$ cat src/rtl/fifo_arb_pkg.sv
// Shared definitions for the FIFO write-port arbiter: FSM state encoding and
// a constant-foldable ceil(log2) helper used to size indices and counters.
package fifo_arb_pkg;

    typedef enum logic {
        ST_IDLE = 1'b0,
        ST_OWN  = 1'b1
    } arb_state_t;

    // Number of bits needed to represent 'value' distinct codes (value >= 2).
    function automatic int clog2(input int value);
        int result;
        result = 0;
        for (int i = 0; i < 31; i++) begin
            if ((1 << i) < value) begin
                result = i + 1;
            end
        end
        return result;
    endfunction

endpackage

$ cat src/rtl/fifo_wr_arbiter_rr_pick.sv
// Combinational round-robin picker: returns the first set request at or after
// rr_ptr, wrapping past NREQ-1 back to 0. Works for non-power-of-2 NREQ.
module rr_pick
    import fifo_arb_pkg::*;
#(
    parameter int NREQ  = 4,
    parameter int IDX_W = clog2(NREQ)
) (
    input  logic [NREQ-1:0]  req,
    input  logic [IDX_W-1:0] rr_ptr,
    output logic [NREQ-1:0]  onehot,
    output logic [IDX_W-1:0] index,
    output logic             any
);

    int cand;

    // Scan from the farthest candidate down to rr_ptr so the nearest set request wins.
    always_comb begin
        index = '0;
        any   = 1'b0;
        cand  = 0;
        for (int i = NREQ - 1; i >= 0; i--) begin
            cand = int'(rr_ptr) + i;
            if (cand >= NREQ) begin
                cand = cand - NREQ;
            end
            if (req[cand]) begin
                index = IDX_W'(cand);
                any   = 1'b1;
            end
        end
    end

    genvar gi;
    generate
        for (gi = 0; gi < NREQ; gi++) begin : g_onehot
            assign onehot[gi] = any && (index == IDX_W'(gi));
        end
    endgenerate

endmodule

$ cat src/rtl/fifo_wr_arbiter.sv
// Round-robin arbiter sharing one async-FIFO write port among NREQ requesters.
// The owner keeps the port until its last beat, BURST_MAX accepted beats, or it
// drops req. Acks are gated by wfull so no beat is ever lost at the FIFO.
// Optional feature: define ARB_STALL_CNT_EN to add the saturating stall_cnt output.
module fifo_wr_arbiter
    import fifo_arb_pkg::*;
#(
    parameter int NREQ      = 4,
    parameter int data_size = 8,
    parameter int BURST_MAX = 4
`ifdef ARB_STALL_CNT_EN
    ,
    parameter int CNT_W     = 16
`endif
) (
    input  logic                      wclk,
    input  logic                      wrst,
    input  logic [NREQ-1:0]           req,
    input  logic [NREQ*data_size-1:0] req_data,
    input  logic [NREQ-1:0]           req_last,
    output logic [NREQ-1:0]           ack,
    output logic                      winc,
    output logic [data_size-1:0]      w_data,
    input  logic                      wfull,
    output logic [clog2(NREQ)-1:0]    grant_id,
    output logic                      busy
`ifdef ARB_STALL_CNT_EN
    ,
    output logic [CNT_W-1:0]          stall_cnt
`endif
);

    localparam int IDX_W  = clog2(NREQ);
    localparam int BCNT_W = clog2(BURST_MAX + 1);
    localparam logic [BCNT_W-1:0] BURST_MAX_CNT = BCNT_W'(BURST_MAX);
    localparam logic [IDX_W-1:0]  LAST_IDX      = IDX_W'(NREQ - 1);

    arb_state_t         state_reg, state_next;
    logic [IDX_W-1:0]   owner_reg, owner_next;
    logic [NREQ-1:0]    owner_oh_reg, owner_oh_next;
    logic [IDX_W-1:0]   rr_ptr_reg, rr_ptr_next;
    logic [BCNT_W-1:0]  beat_cnt_reg, beat_cnt_next;
    logic [BCNT_W-1:0]  beat_inc;
    logic               owner_req;
    logic               accept;
    logic [NREQ-1:0]    pick_onehot;
    logic [IDX_W-1:0]   pick_index;
    logic               pick_any;
    logic [data_size-1:0] data_arr [NREQ];

    genvar gi;
    generate
        for (gi = 0; gi < NREQ; gi++) begin : g_unpack
            assign data_arr[gi] = req_data[gi*data_size +: data_size];
        end
    endgenerate

    rr_pick #(
        .NREQ  (NREQ),
        .IDX_W (IDX_W)
    ) u_pick (
        .req    (req),
        .rr_ptr (rr_ptr_reg),
        .onehot (pick_onehot),
        .index  (pick_index),
        .any    (pick_any)
    );

    assign owner_req = req[owner_reg];
    assign beat_inc  = beat_cnt_reg + 1'b1;

    // Arbiter state: reset aborts any burst immediately, outputs drop with it.
    always_ff @(posedge wclk or negedge wrst) begin
        if (!wrst) begin
            state_reg    <= ST_IDLE;
            owner_reg    <= '0;
            owner_oh_reg <= '0;
            rr_ptr_reg   <= '0;
            beat_cnt_reg <= '0;
        end else begin
            state_reg    <= state_next;
            owner_reg    <= owner_next;
            owner_oh_reg <= owner_oh_next;
            rr_ptr_reg   <= rr_ptr_next;
            beat_cnt_reg <= beat_cnt_next;
        end
    end

    // Next-state and ack: grant in IDLE, stream beats in OWN, release on last/cap/drop.
    always_comb begin
        state_next    = state_reg;
        owner_next    = owner_reg;
        owner_oh_next = owner_oh_reg;
        rr_ptr_next   = rr_ptr_reg;
        beat_cnt_next = beat_cnt_reg;
        accept        = 1'b0;
        ack           = '0;
        case (state_reg)
            ST_IDLE: begin
                if (pick_any) begin
                    owner_next    = pick_index;
                    owner_oh_next = pick_onehot;
                    state_next    = ST_OWN;
                end
            end
            ST_OWN: begin
                accept = owner_req & ~wfull;
                ack    = owner_oh_reg & {NREQ{accept}};
                // A stalled owner (wfull) keeps the port; only last/cap/drop rotate it.
                if (!owner_req ||
                    (accept && (req_last[owner_reg] || beat_inc == BURST_MAX_CNT))) begin
                    state_next    = ST_IDLE;
                    beat_cnt_next = '0;
                    rr_ptr_next   = (owner_reg == LAST_IDX) ? '0 : owner_reg + 1'b1;
                end else if (accept) begin
                    beat_cnt_next = beat_inc;
                end
            end
            default: begin
                state_next = ST_IDLE;
            end
        endcase
    end

    assign winc     = |ack;
    assign w_data   = winc ? data_arr[owner_reg] : '0;
    assign busy     = (state_reg == ST_OWN);
    assign grant_id = owner_reg;

`ifdef ARB_STALL_CNT_EN
    // Count cycles the owner wanted to write but the FIFO was full; saturates.
    always_ff @(posedge wclk or negedge wrst) begin
        if (!wrst) begin
            stall_cnt <= '0;
        end else if (busy && owner_req && wfull && (stall_cnt != '1)) begin
            stall_cnt <= stall_cnt + 1'b1;
        end
    end
`endif

endmodule

$ cat config.mk
export PLATFORM = sky130hd
export DESIGN_NAME = fifo_wr_arbiter
export DESIGN_NICKNAME = d
export VERILOG_FILES = /design/src/rtl/fifo_arb_pkg.sv /design/src/rtl/fifo_wr_arbiter_rr_pick.sv /design/src/rtl/fifo_wr_arbiter.sv
export SDC_FILE = /design/constraint.sdc
export NUM_CORES = 1
export LEC_CHECK = 0
export ABC_AREA = 0
export CAP_MARGIN = 25
export CORE_MARGIN = 2
export CORE_UTILIZATION = 40
export DETAILED_ROUTE_END_ITERATION = 7
export GPL_ROUTABILITY_DRIVEN = 0
export PLACE_DENSITY = 0.92
export SLEW_MARGIN = 20
export SYNTH_ARGS = -nofsm -noshare
export SYNTH_HDL_FRONTEND = slang
export SYNTH_SLANG_ARGS = --single-unit
$ cat constraint.sdc
create_clock -name wclk -period 3.3 [get_ports wclk]
set_input_delay 0.495 -clock wclk [delete_from_list [all_inputs] [get_ports wclk]]
set_output_delay 0.495 -clock wclk [all_outputs]
set_load 0.01 [all_outputs]
After elaboration in Yosys (flattened, before gate mapping)
Cells that the tools add are included.
{"block": "totals", "ff_bits": 12, "word_cells": 87}
{"block": "classes", "n_addsub": 9, "order_cmp": 10, "eq_ne": 5, "muxes": 39, "n_bitwise": 5, "n_reduce_logical": 14}
{"cell": "32-bit by 4-bit less-than comparator with 1-bit output (second input constant)", "count": 4}
{"cell": "32-bit 2-to-1 mux", "count": 4}
{"cell": "32-bit by 4-bit >= comparator with 1-bit output (second input constant)", "count": 3}
{"cell": "32-bit by 4-bit subtractor with 32-bit output (second input constant)", "count": 3}
{"cell": "8-bit 2-to-1 mux", "count": 3}
{"cell": "8-bit binary-select mux with 2-bit select", "count": 1}
{"cell": "1-bit 2-to-1 mux", "count": 16}
{"cell": "1-bit binary-select mux with 2-bit select", "count": 6}
{"cell": "2-bit 2-to-1 mux", "count": 5}
{"cell": "2-bit by 2-bit adder with 3-bit output (second input constant)", "count": 2}
{"cell": "2-bit equality test (second input constant)", "count": 3}
{"cell": "3-bit 2-to-1 mux", "count": 2}
{"cell": "2-bit AND reduction", "count": 3}
{"cell": "1-bit logical AND", "count": 5}
{"cell": "4-bit bitwise AND", "count": 1}
{"cell": "4-bit 2-to-1 mux", "count": 1}
{"cell": "4-bit OR reduction", "count": 1}
{"cell": "2-bit by 3-bit subtractor with 4-bit output (second input constant)", "count": 1}
{"cell": "2-bit by 1-bit adder with 3-bit output (second input constant)", "count": 1}
{"cell": "3-bit by 1-bit adder with 3-bit output (second input constant)", "count": 1}
{"cell": "3-bit equality test (second input constant)", "count": 1}
{"cell": "2-bit by 3-bit >= comparator with 1-bit output (second input constant)", "count": 1}
{"cell": "3-bit >= comparator (second input constant)", "count": 1}
{"cell": "2-bit by 3-bit less-than comparator with 1-bit output (second input constant)", "count": 1}
{"cell": "10 further kinds", "count": 12}

Longest topological paths before layout
Gate-level depths: netlist (run 1).
{"block": "depth", "ltp_word": 12, "ltp_mapped": 5, "ltp_nobuf": 5}

Hierarchy
From an unflattened synthesis (run 1), not the netlist that was laid out.
{"block": "unflattened", "cells_unflattened": 110, "hier_area_um2": 1182.4}
{"module": "fifo_wr_arbiter", "n_inst": 1, "cells_each": 80, "area_each_um2": 1007.2, "seq_area_each_um2": 300.3}
{"module": "rr_pick", "n_inst": 1, "cells_each": 30, "area_each_um2": 175.2, "seq_area_each_um2": 0.0}

Worst setup path after synthesis (run 1)
No wires, ideal clock.
{"block": "synth_path", "kind": "register -> output", "startpoint": "reg owner_reg[1], in the netlist grant_id[1]", "endpoint": "out w_data[0]", "t_arrival_ns": 1.576, "t_required_ns": 2.805, "path_slack_ns": 1.229, "path_stages_with_launch": 5, "n_path_buf": 0, "cell_sequence": "dfrtp_1 -> mux4_2 -> and3b_1 -> o41ai_2 -> nor2b_1"}
{"block": "synth_between", "elab_chain_len": 7, "elab_cells_between_ends": 11, "cone_classes": "mux: 7; bitwise: 3; reduce/logical: 1"}
{"element": "from (decl)", "line": "fifo_wr_arbiter.sv:39", "rtl": "logic [IDX_W-1:0] owner_reg, owner_next;"}
{"element": "from (signal assigned)", "line": "fifo_wr_arbiter.sv:82", "rtl": "owner_reg <= owner_next;"}
{"element": "1-bit binary-select mux with 2-bit select", "line": "fifo_wr_arbiter.sv:69", "rtl": "assign owner_req = req[owner_reg];"}
{"element": "1-bit 2-to-1 mux (not written as such)", "line": "fifo_wr_arbiter.sv:69"}
{"element": "1-bit bitwise AND", "line": "fifo_wr_arbiter.sv:107", "rtl": "accept = owner_req & ~wfull;"}
{"element": "4-bit bitwise AND", "line": "fifo_wr_arbiter.sv:108", "rtl": "ack = owner_oh_reg & {NREQ{accept}};"}
{"element": "4-bit 2-to-1 mux", "line": "fifo_wr_arbiter.sv:98", "rtl": "case (state_reg)"}
{"element": "4-bit OR reduction", "line": "fifo_wr_arbiter.sv:125", "rtl": "assign winc = |ack;"}
{"element": "8-bit 2-to-1 mux (*)", "line": "fifo_wr_arbiter.sv:126", "rtl": "assign w_data = winc ? data_arr[owner_reg] : '0;"}
{"element": "to (decl)", "line": "fifo_wr_arbiter.sv:23", "rtl": "output logic [data_size-1:0] w_data,"}
Mark *: on every way between the ends. The rest lies on a longest branch, timed or not. The select of a mux whose other input is x is not followed.

Worst setup path in the final report (run 1)
{"block": "layout_path", "startpoint": "in req[0]", "endpoint": "out w_data[5]"}
{"block": "layout_between", "elab_chain_len": 7}
{"element": "from (decl)", "line": "fifo_wr_arbiter.sv:18", "rtl": "input logic [NREQ-1:0] req,"}
{"element": "1-bit binary-select mux with 2-bit select", "line": "fifo_wr_arbiter.sv:69"}
{"element": "1-bit 2-to-1 mux (not written as such)", "line": "fifo_wr_arbiter.sv:69"}
{"element": "1-bit bitwise AND", "line": "fifo_wr_arbiter.sv:107"}
{"element": "4-bit bitwise AND", "line": "fifo_wr_arbiter.sv:108"}
{"element": "4-bit 2-to-1 mux", "line": "fifo_wr_arbiter.sv:98"}
{"element": "4-bit OR reduction", "line": "fifo_wr_arbiter.sv:125"}
{"element": "8-bit 2-to-1 mux", "line": "fifo_wr_arbiter.sv:126"}
No other way between the ends. The select of a mux whose other input is x is not followed.

==> results_dict.tcl, run 1 <==
set metrics [dict create \
    status "finished, final reports clean" \
    leakage_nw 0.683 \
    dieArea_um2 3020 \
    synth_cells 100 \
    dr.pass1.iters 4 \
    design_area_um2 1690 \
    die_h_um 55.0 \
    netlist.area_leader.share_pct 28.9 \
    clkLatencyLatePin_ns 0.27 \
    startpoint_type "input pin" \
    synth_fp_nets 146 \
    clkSinkCount 12 \
    cts_setup_buffers 0 \
    cts_tree "yes" \
    io_buffers 58 \
    num-nets-final 207 \
    ir_drop_v 0.000495 \
    vias 1078 \
    die_w_um 55.0 \
    htree_levels 1 \
    worstPathRequired_ns 2.80 \
    largest_reg_flops 4 \
    pre_cts_slack_ns 0.139 \
    post_dp_cell_area_um2 1650 \
    setup_viol 0 \
    ys_ff_latch 12 \
    start_util_pct 42.0 \
    num_antenna_cells 0 \
    synth_area_leaders "dfrtp_1, mux4_2, nor2b_1, nand2_1, ha_1" \
    layout-drive-gt1-share_pct 13.1 \
    syn_area_um2 1040 \
    yosysUniqueCellTypes 33 \
    crit_path_end_kind "output port" \
    fin_crit_ns 3.16 \
    cts-root-buf "clkbuf_4" \
    layout_setup_ws_ns 0.138 \
    max_cap_violations 0 \
    detail-route-antenna-nets 0 \
    dp_hpwl_um 2570 \
    numCtsBuffers 3 \
    hold_buffers 0 \
    clk_pin_slew_ns 0.08 \
    crit_path_start "req[0]" \
    tns_ns 0 \
    antenna_found_initial 0 \
    final.setup_skew_ns 0.00152 \
    min_path_type "reg2reg" \
    synth-seq-area-share_pct 28.9 \
    rsz0062_at_grt "false" \
    drt_iter0_markers 12 \
    viasPerCell 5.67 \
    post_drt_wl_per_cell_um 16.6 \
    tightest_slew_ns 0.918 \
    grtUsageTotal_pct 21.1 \
    path_max_fanout 9 \
    synth_area_per_cell_um2 10.4 \
    drt_drc_violations_left 0 \
    syn2layout_area_growth_pct 62.6 \
    period_share_pct 95.8 \
    crit_arrival_ns 2.67 \
    min_from "owner_oh_reg[0]" \
    grt_pass1_wl_um 4490 \
    p_per_area_nw_per_um2 635 \
    fillers 199 \
    r2r_start "beat_cnt_reg[0]" \
    yosys.area.top_type "dfrtp_1" \
    grt_max_degree 16 \
    wl_um 3150 \
    clock.fmax_mhz 316 \
    finalHoldViolations 0 \
    cts.repair.resized 0 \
    ios 59 \
    grt_pass1_vias 1095 \
    maxSlewViolCount 0 \
    rows 18 \
    critical_path_class "in2out" \
    ys_warn_count 0 \
    core_area_um2 2480 \
    clockBufferDepth 2 \
    grt_overflow 0 \
    slew_headroom_pct 38.1 \
]
## stage by stage
| step | utilization, % | instances | hold slack, ns | power [mW] |
|---|---|---|---|---|
| floorplan | - | 100 | 0.199 | 0.714 |
| global placement | 66.8 | 186 | 0.504 | 0.928 |
| detailed placement | 66.8 | 186 | 0.512 | 0.959 |
| CTS | 68.2 | 190 | 0.529 | 1.08 |
| global route | 68.2 | 190 | 0.553 | 1.16 |
| finish | 68.2 | 190 | 0.530 | 1.07 |
## cell usage in the layout (no fill, tap or decap)
| cell | instances |
|---|---|
| a211o_1 | 1 |
| a211oi_1 | 1 |
| a21bo_1 | 1 |
| a21o_1 | 1 |
| a21oi_1 | 5 |
| a22o_1 | 1 |
| and2_1 | 4 |
| and3b_1 | 2 |
| buf_4 | 2 |
| clkbuf_4 | 3 |
| clkbuf_8 | 1 |
| clkdlybuf4s50_1 | 58 |
| dfrtp_1 | 12 |
| ha_1 | 3 |
| inv_1 | 3 |
| inv_2 | 2 |
| mux2_1 | 2 |
| mux2i_1 | 2 |
| mux4_2 | 10 |
| nand2_1 | 11 |
| nand2b_1 | 3 |
| nand3_1 | 1 |
| nand3b_1 | 1 |
| nor2_1 | 3 |
| nor2b_1 | 8 |
| nor4b_1 | 1 |
| o21a_1 | 1 |
| o21ai_1 | 5 |
| o22a_1 | 1 |
| o22ai_1 | 2 |
| o31ai_1 | 5 |
| o31ai_4 | 1 |
| o41ai_2 | 1 |
| or2_2 | 1 |
| xor2_1 | 1 |
## area by class of cell
type	instances	area [µm²]	area share (%)
clock buffer	4	36.3	2.15
inverter	5	18.8	1.11
multi-input combinational	79	702	41.5
sequential	12	300	17.8
tap	30	37.5	2.22
timing repair buffer	60	596	35.2
## power breakdown
part	total, mW	internal, mW	switching, mW	leakage (nW)
sequential	0.278	0.209	0.0695	0.152
clock	0.118	0.0671	0.0513	0.0210
combinational	0.677	0.374	0.303	0.509
## Yosys cell counts
| library cell | instances |
|---|---|
| nor2b_1 | 8 |
| clkbuf_1 | 1 |
| o31ai_1 | 5 |
| nand2_1 | 11 |
| o22a_1 | 1 |
| inv_2 | 2 |
| inv_1 | 3 |
| nand2b_1 | 3 |
| nor4b_1 | 1 |
| nand3b_1 | 1 |
| ha_1 | 3 |
| mux2_1 | 2 |
| mux2i_1 | 2 |
| o21a_1 | 1 |
| a211o_1 | 1 |
| dfrtp_1 | 12 |
| and3b_1 | 2 |
| or2_2 | 1 |
| o41ai_2 | 1 |
| a21oi_1 | 5 |
| and2_1 | 4 |
| mux4_2 | 10 |
| buf_2 | 3 |
| nand3_1 | 1 |
| a22o_1 | 1 |
| xor2_1 | 1 |
| a211oi_1 | 1 |
| nor2_1 | 3 |
| a21o_1 | 1 |
| o22ai_1 | 2 |
| o31ai_4 | 1 |
| a21bo_1 | 1 |
| o21ai_1 | 5 |
## critical path, stage by stage
cell and delay [ns]:
clkdlybuf4s50_1 0.50, mux4_2 0.58, and3b_1 0.27, o41ai_2 0.17, nor2b_1 0.14, clkdlybuf4s50_1 0.52
## cell families (layout without fill, tap and decap cells)
kind of cell / Yosys count / in the layout / synth area share [%]
and+or+nand+nor: 35 / 35 / 18.4
AOI/OAI and AO/OA: 26 / 26 / 18.9
muxes: 14 / 14 / 25.8
DFF: 12 / 12 / 28.9
buffers and inverters: 9 / 69 / 3.61
adders and majority gates: 3 / 3 / 3.61
xor gates and xnor gates: 1 / 1 / 0.843
## path summary, 6_finish.rpt
kind / endpoint / slack (ns) / depth (start not counted)
min: owner_oh_reg[0] / 0.53 / 2
max: w_data[5] / 0.14 / 6
min in group asynchronous: owner_oh_reg[0] / 0.57 / 1
max in group asynchronous: beat_cnt_reg[2] / 2.37 / 1
max reg2reg: rr_ptr_reg[0] / 1.48 / 5
min reg2reg: owner_oh_reg[0] / 0.53 / 2
## metal layers
metal / part of all wire (%) / wire, µm / vias to the layer above / GRT usage, %
met1: 36 / 1130 / 519 / 20.2
met4: 1.7 / 54 / 0 / 10.6
met2: 50 / 1580 / 54 / 40.3
met3: 12 / 380 / 6 / 6.18
met5: 0 / 0 / - / 0
li1: - / - / 499 / -
No activity file was read; power rests on OpenSTA's default activity.
==> run 2: changes to the inputs <==
--- a/config.mk
+++ b/config.mk
@@ -8,10 +8,10 @@
 export ABC_AREA = 0
 export CAP_MARGIN = 25
 export CORE_MARGIN = 2
-export CORE_UTILIZATION = 40
+export CORE_UTILIZATION = 38
 export DETAILED_ROUTE_END_ITERATION = 7
 export GPL_ROUTABILITY_DRIVEN = 0
-export PLACE_DENSITY = 0.92
+export PLACE_DENSITY = 0.89
 export SLEW_MARGIN = 20
 export SYNTH_ARGS = -nofsm -noshare
 export SYNTH_HDL_FRONTEND = slang
==> run 2 against run 1 <==
Setup slack improved by 0.020 ns. Worst hold slack worse by 0.0080 ns. Global-route usage down 0.80 points. Die area increased by 4.9%. Final cell count is 0.53% lower. Clock skew is 0.0059 ns higher. Utilization down 2.4 points. Register-to-register slack is essentially flat. Clock power fell by 22%. Critical path type unchanged. Critical endpoint is now w_data[4]. Largest cell class unchanged.
==> results_dict.tcl, run 2 (synthesized netlist as in run 1, its figures left out) <==
set metrics [dict create \
    crit_arrival_ns 2.65 \
    p_comb_share_pct 64.7 \
    design_area_um2 1680 \
    rsz0062_at_grt "false" \
    grtUsageTotal_pct 20.3 \
    core_area_um2 2540 \
    wl_um 3110 \
    die_h_um 56.3 \
    finalHoldViolations 0 \
    start_util_pct 40.9 \
    period_share_pct 95.2 \
    clk_pin_slew_ns 0.07 \
    grt_pass1_wl_um 5100 \
    grt_max_degree 16 \
    p_switching_mw 0.422 \
    critical_path_class "in2out" \
    tns_ns 0 \
    maxSlewViolCount 0 \
    cts-root-buf "clkbuf_4" \
    layout-drive-gt1-share_pct 12.6 \
    hold_buffers 0 \
    dieArea_um2 3170 \
    viasPerCell 5.58 \
    cts_setup_buffers 0 \
    num-nets-final 207 \
    numCtsBuffers 3 \
    grt_pass1_vias 1116 \
    clock.fmax_mhz 318 \
    slew_headroom_pct 42.5 \
    switching_share_pct 40.3 \
    die_w_um 56.3 \
    fillers 191 \
    hold-worst-slack_ns 0.522 \
    max_cap_violations 0 \
    dp_hpwl_um 2520 \
    power.internal_mw 0.625 \
    syn2layout_area_growth_pct 61.3 \
    dr.pass1.iters 4 \
    pwr-share-clk_pct 8.8 \
    antenna_found_initial 0 \
    clockBufferDepth 2 \
    fin_crit_ns 3.14 \
    largest_reg_flops 4 \
    clkLatencyLatePin_ns 0.28 \
    setup_viol 0 \
    post_drt_wl_per_cell_um 16.4 \
    grt_overflow 0 \
    cts_tree "yes" \
    seqPwrFrac_pct 26.5 \
    ir_drop_v 0.000646 \
    leakage_nw 0.676 \
    ios 59 \
    drt_drc_violations_left 0 \
    min_path_type "reg2reg" \
    vias 1054 \
    detail-route-antenna-nets 0 \
    final_cell_mix "clkdlybuf4s50_1, dfrtp_1, nand2_1" \
    io_buffers 58 \
    power_mw 1.05 \
    worstPathRequired_ns 2.80 \
    final.setup_skew_ns 0.00740 \
    p_per_area_nw_per_um2 624 \
    rows 18 \
    cts.repair.resized 0 \
    mostFrequentLayoutCell "clkdlybuf4s50_1" \
    startpoint_type "input pin" \
    tightest_slew_ns 0.853 \
    clkSinkCount 12 \
    crit_path_end_kind "output port" \
    drt_iter0_markers 45 \
    post_dp_cell_area_um2 1650 \
    path_max_fanout 9 \
    status "finished, final reports clean" \
    num_antenna_cells 0 \
    htree_levels 1 \
]
## run 2: cell count changes in the layout (fill, tap and decap cells not counted)
cell,before,now
clkbuf_8,1,0
## run 2: cell type report
type / instances / area [µm²] / share of cell area (%)
Multi-Input combinational cell: 79 / 702 / 41.9
Timing Repair Buffer: 60 / 596 / 35.5
Sequential cell: 12 / 300 / 17.9
Tap cell: 30 / 37.5 / 2.24
Clock buffer: 3 / 22.5 / 1.34
Inverter: 5 / 18.8 / 1.12
## run 2: routing by layer
layer / GRT usage (%) / routed length (µm) / vias to the layer above
met3: 5.53 / 244 / 3
li1: - / - / 497
met2: 38.2 / 1690 / 55
met4: 3.74 / 19 / 0
met1: 22.9 / 1150 / 499
met5: 0 / 0 / -
## run 2: through the flow
step	cells	util (%)	setup WS, ns
2_1_floorplan	100	-	1.23
3_3_place_gp	186	65.0	0.246
3_5_place_dp	186	65.0	0.148
4_1_cts	189	65.9	0.152
5_1_grt	189	65.9	0.0487
6_report	189	65.9	0.158
## run 2: final timing paths
check | slack [ns] | depth (start not counted) | from | endpoint
min in group asynchronous | 0.56 | 1 | wrst | grant_id[1]
setup / recovery | 0.16 | 6 | req[0] | w_data[4]
hold reg to reg | 0.52 | 1 | rr_ptr_reg[0] | rr_ptr_reg[0]
setup reg to reg | 1.48 | 5 | beat_cnt_reg[0] | rr_ptr_reg[0]
hold / removal | 0.52 | 1 | rr_ptr_reg[0] | rr_ptr_reg[0]
max in group asynchronous | 2.37 | 1 | wrst | owner_oh_reg[1]
## run 2: worst max-delay path, cell delays in order
cell,delay [ns]
clkdlybuf4s50_1,0.50
mux4_2,0.58
and3b_1,0.27
o41ai_2,0.16
nor2b_1,0.12
clkdlybuf4s50_1,0.52
## run 2: power by group through the flow
stage | sequential [mW] | combinational [mW] | clock, mW
floorplan | 0.274 | 0.440 | 0
global placement | 0.274 | 0.650 | 0
detailed placement | 0.278 | 0.678 | 0
CTS | 0.275 | 0.683 | 0.0906
global route | 0.285 | 0.737 | 0.0975
finish | 0.277 | 0.677 | 0.0923
==> run 3: changes to the inputs <==
--- a/config.mk
+++ b/config.mk
@@ -5,13 +5,14 @@
 export SDC_FILE = /design/constraint.sdc
 export NUM_CORES = 1
 export LEC_CHECK = 0
-export ABC_AREA = 0
+export ABC_AREA = 1
 export CAP_MARGIN = 25
 export CORE_MARGIN = 2
 export CORE_UTILIZATION = 38
+export CTS_CLUSTER_DIAMETER = 100
 export DETAILED_ROUTE_END_ITERATION = 7
 export GPL_ROUTABILITY_DRIVEN = 0
-export PLACE_DENSITY = 0.89
+export PLACE_DENSITY = 0.84
 export SLEW_MARGIN = 20
 export SYNTH_ARGS = -nofsm -noshare
 export SYNTH_HDL_FRONTEND = slang
==> constraint.sdc (replaced) <==
create_clock -name wclk -period 3.2 [get_ports wclk]
set_input_delay 0.48 -clock wclk [delete_from_list [all_inputs] [get_ports wclk]]
set_output_delay 0.48 -clock wclk [all_outputs]
set_load 0.01 [all_outputs]
==> run 3 against run 2 <==
Cell area is 12% higher. Wire length rose by 2.4%. Highest routed layer unchanged. Clock power is 0.5% higher. Register-to-register slack better by 0.04 ns. Die area up 18%.
==> results_dict.tcl, run 3 <==
set metrics [dict create \
    async_flop_share_pct 100 \
    antenna_found_initial 0 \
    syn2layout_area_growth_pct 51.1 \
    rows 20 \
    clkLatencyLatePin_ns 0.27 \
    drt_drc_violations_left 0 \
    synth_compound_area_share_pct 19.9 \
    power.internal_mw 0.676 \
    synth_xor_area_share_pct 0.704 \
    dp_hpwl_um 2620 \
    min_path_type "reg2reg" \
    ys.flop_type "dfrtp_1" \
    r2r_slack_ns 1.52 \
    vias 1437 \
    grt_max_degree 21 \
    post_dp_cell_area_um2 1860 \
    final_cell_mix "nand2_1, clkdlybuf4s50_1, nor2_1" \
    yosysUniqueCellTypes 26 \
    max_cap_violations 0 \
    clockBufferDepth 2 \
    numCtsBuffers 3 \
    start_util_pct 40.4 \
    tns_ns 0 \
    io_buffers 58 \
    stdcell_count 303 \
    final_util_pct 61.1 \
    ys_warn_count 0 \
    seqPwrFrac_pct 22.2 \
    grt_overflow 0 \
    synth_area_leaders "dfrtp_1, nand2_1, nor2_1, o21ai_0, a21oi_2" \
    switching_share_pct 52.7 \
    die_h_um 61.2 \
    multiInputGateArea_um2 832 \
    cts_tree "yes" \
    period_share_pct 90.7 \
    synth_top_family_by_area "simple AND/OR/NAND/NOR gates" \
    worstPathRequired_ns 2.72 \
    leakage_nw 0.881 \
    p_switching_mw 0.752 \
    fillers 278 \
    startpoint_type "input pin" \
    mostFrequentLayoutCell "nand2_1" \
    num_antenna_cells 0 \
    cts.repair.resized 0 \
    pwr-share-clk_pct 6.5 \
    dr.pass1.iters 4 \
    synth_fp_nets 248 \
    ir_drop_v 0.000361 \
    layout-drive-gt1-share_pct 13.1 \
    crit_arrival_ns 2.42 \
    syn_area_um2 1240 \
    power_mw 1.43 \
    slew_headroom_pct 45.5 \
    maxSlewViolCount 0 \
    path_max_fanout 9 \
    viasPerCell 4.74 \
    cts-root-buf "clkbuf_4" \
    seq_area_um2 300 \
    yosysMostFrequentCell "nand2_1" \
    synthMuxAreaShare_pct 0.905 \
    detail-route-antenna-nets 0 \
    grt_pass1_wl_um 5560 \
    drt_iter0_markers 32 \
    crit_path_end_kind "output port" \
    place_inst 300 \
    fin_crit_ns 2.90 \
    clkSinkCount 12 \
    final.setup_skew_ns 0.000971 \
    dieArea_um2 3750 \
    clock.fmax_mhz 344 \
    tightest_slew_ns 0.814 \
    hold-worst-slack_ns 0.515 \
    synth_area_per_cell_um2 6.16 \
    netlist.area_leader.share_pct 24.1 \
    rsz0062_at_grt "false" \
    layout_setup_ws_ns 0.297 \
    wl_um 3180 \
    status "finished, final reports clean" \
    htree_levels 1 \
    die_w_um 61.2 \
    design_area_um2 1880 \
    hold_buffers 0 \
    pre_cts_slack_ns 0.288 \
    ios 59 \
    synthSimpleGateAreaFrac_pct 42.3 \
    p_comb_share_pct 71.3 \
    core_area_um2 3080 \
    grtUsageTotal_pct 19.5 \
    largest_reg_flops 4 \
    synth_edf_count 0 \
    post_drt_wl_per_cell_um 10.5 \
    setup_viol 0 \
    synth_cells 202 \
    grt_pass1_vias 1383 \
    synth-seq-area-share_pct 24.1 \
    critical_path_class "in2out" \
    cts_setup_buffers 0 \
    p_per_area_nw_per_um2 760 \
    ys_ff_latch 12 \
    yosys.area.top_type "dfrtp_1" \
    finalHoldViolations 0 \
    num-nets-final 307 \
    synthAdderAreaFrac_pct 3.02 \
    clk_pin_slew_ns 0.07 \
    yosys-top-cells-count "nand2_1, nor2_1, o21ai_0, inv_1, dfrtp_1" \
]
run 3: area by class of cell:
| class | instances | share of cell area [%] |
|---|---|---|
| multi-input cells | 164 | 44.2 |
| flip-flops and latches | 12 | 16.0 |
| repair buffers | 60 | 31.7 |
| well taps | 44 | 2.93 |
| clock buffers | 3 | 1.20 |
| inverters | 20 | 3.99 |
run 3: layer usage:
layer | vias up | GRT usage (%) | routed length (µm)
li1 | 752 | - | -
met1 | 622 | 24.0 | 1460
met5 | - | 0 | 0
met3 | 5 | 4.83 | 240
met2 | 58 | 32.5 | 1430
met4 | 0 | 8.07 | 47
run 3: logic make-up after synthesis:
| logic type | after synthesis |
|---|---|
| AOI/OAI and AO/OA | 36 |
| xor gates and xnor gates | 1 |
| adders and majority gates | 3 |
| buffers and inverters | 26 |
| DFF | 12 |
| muxes | 1 |
| and+or+nand+nor | 123 |
run 3: final timing paths:
check,start,end,cells past startpoint
setup / recovery,req[1],w_data[3],10
hold / removal,beat_cnt_reg[2],beat_cnt_reg[2],2
setup reg to reg,rr_ptr_reg[0],owner_oh_reg[0],11
hold reg to reg,beat_cnt_reg[2],beat_cnt_reg[2],2
max in group asynchronous,wrst,rr_ptr_reg[1],1
min in group asynchronous,wrst,owner_oh_reg[2],1
run 3: power by group through the flow:
stage          sequential [mW]  clock (mW)  combinational [mW]
2_1_floorplan            0.290           0               0.762
3_3_place_gp             0.317           0                1.01
3_5_place_dp             0.320           0                1.02
4_1_cts                  0.318      0.0957                1.03
5_1_grt                  0.330       0.107                1.17
6_report                 0.318      0.0928                1.02
run 3: worst max-delay path, cell delays in order:
cell             delay (ns)
clkdlybuf4s50_1        0.53
nand2_1                0.07
nand2_1                0.08
nand2_2                0.07
o21ai_4                0.09
nand2_2                0.09
nor2_4                 0.12
o41ai_4                0.18
a21oi_2                0.15
clkdlybuf4s50_1        0.56
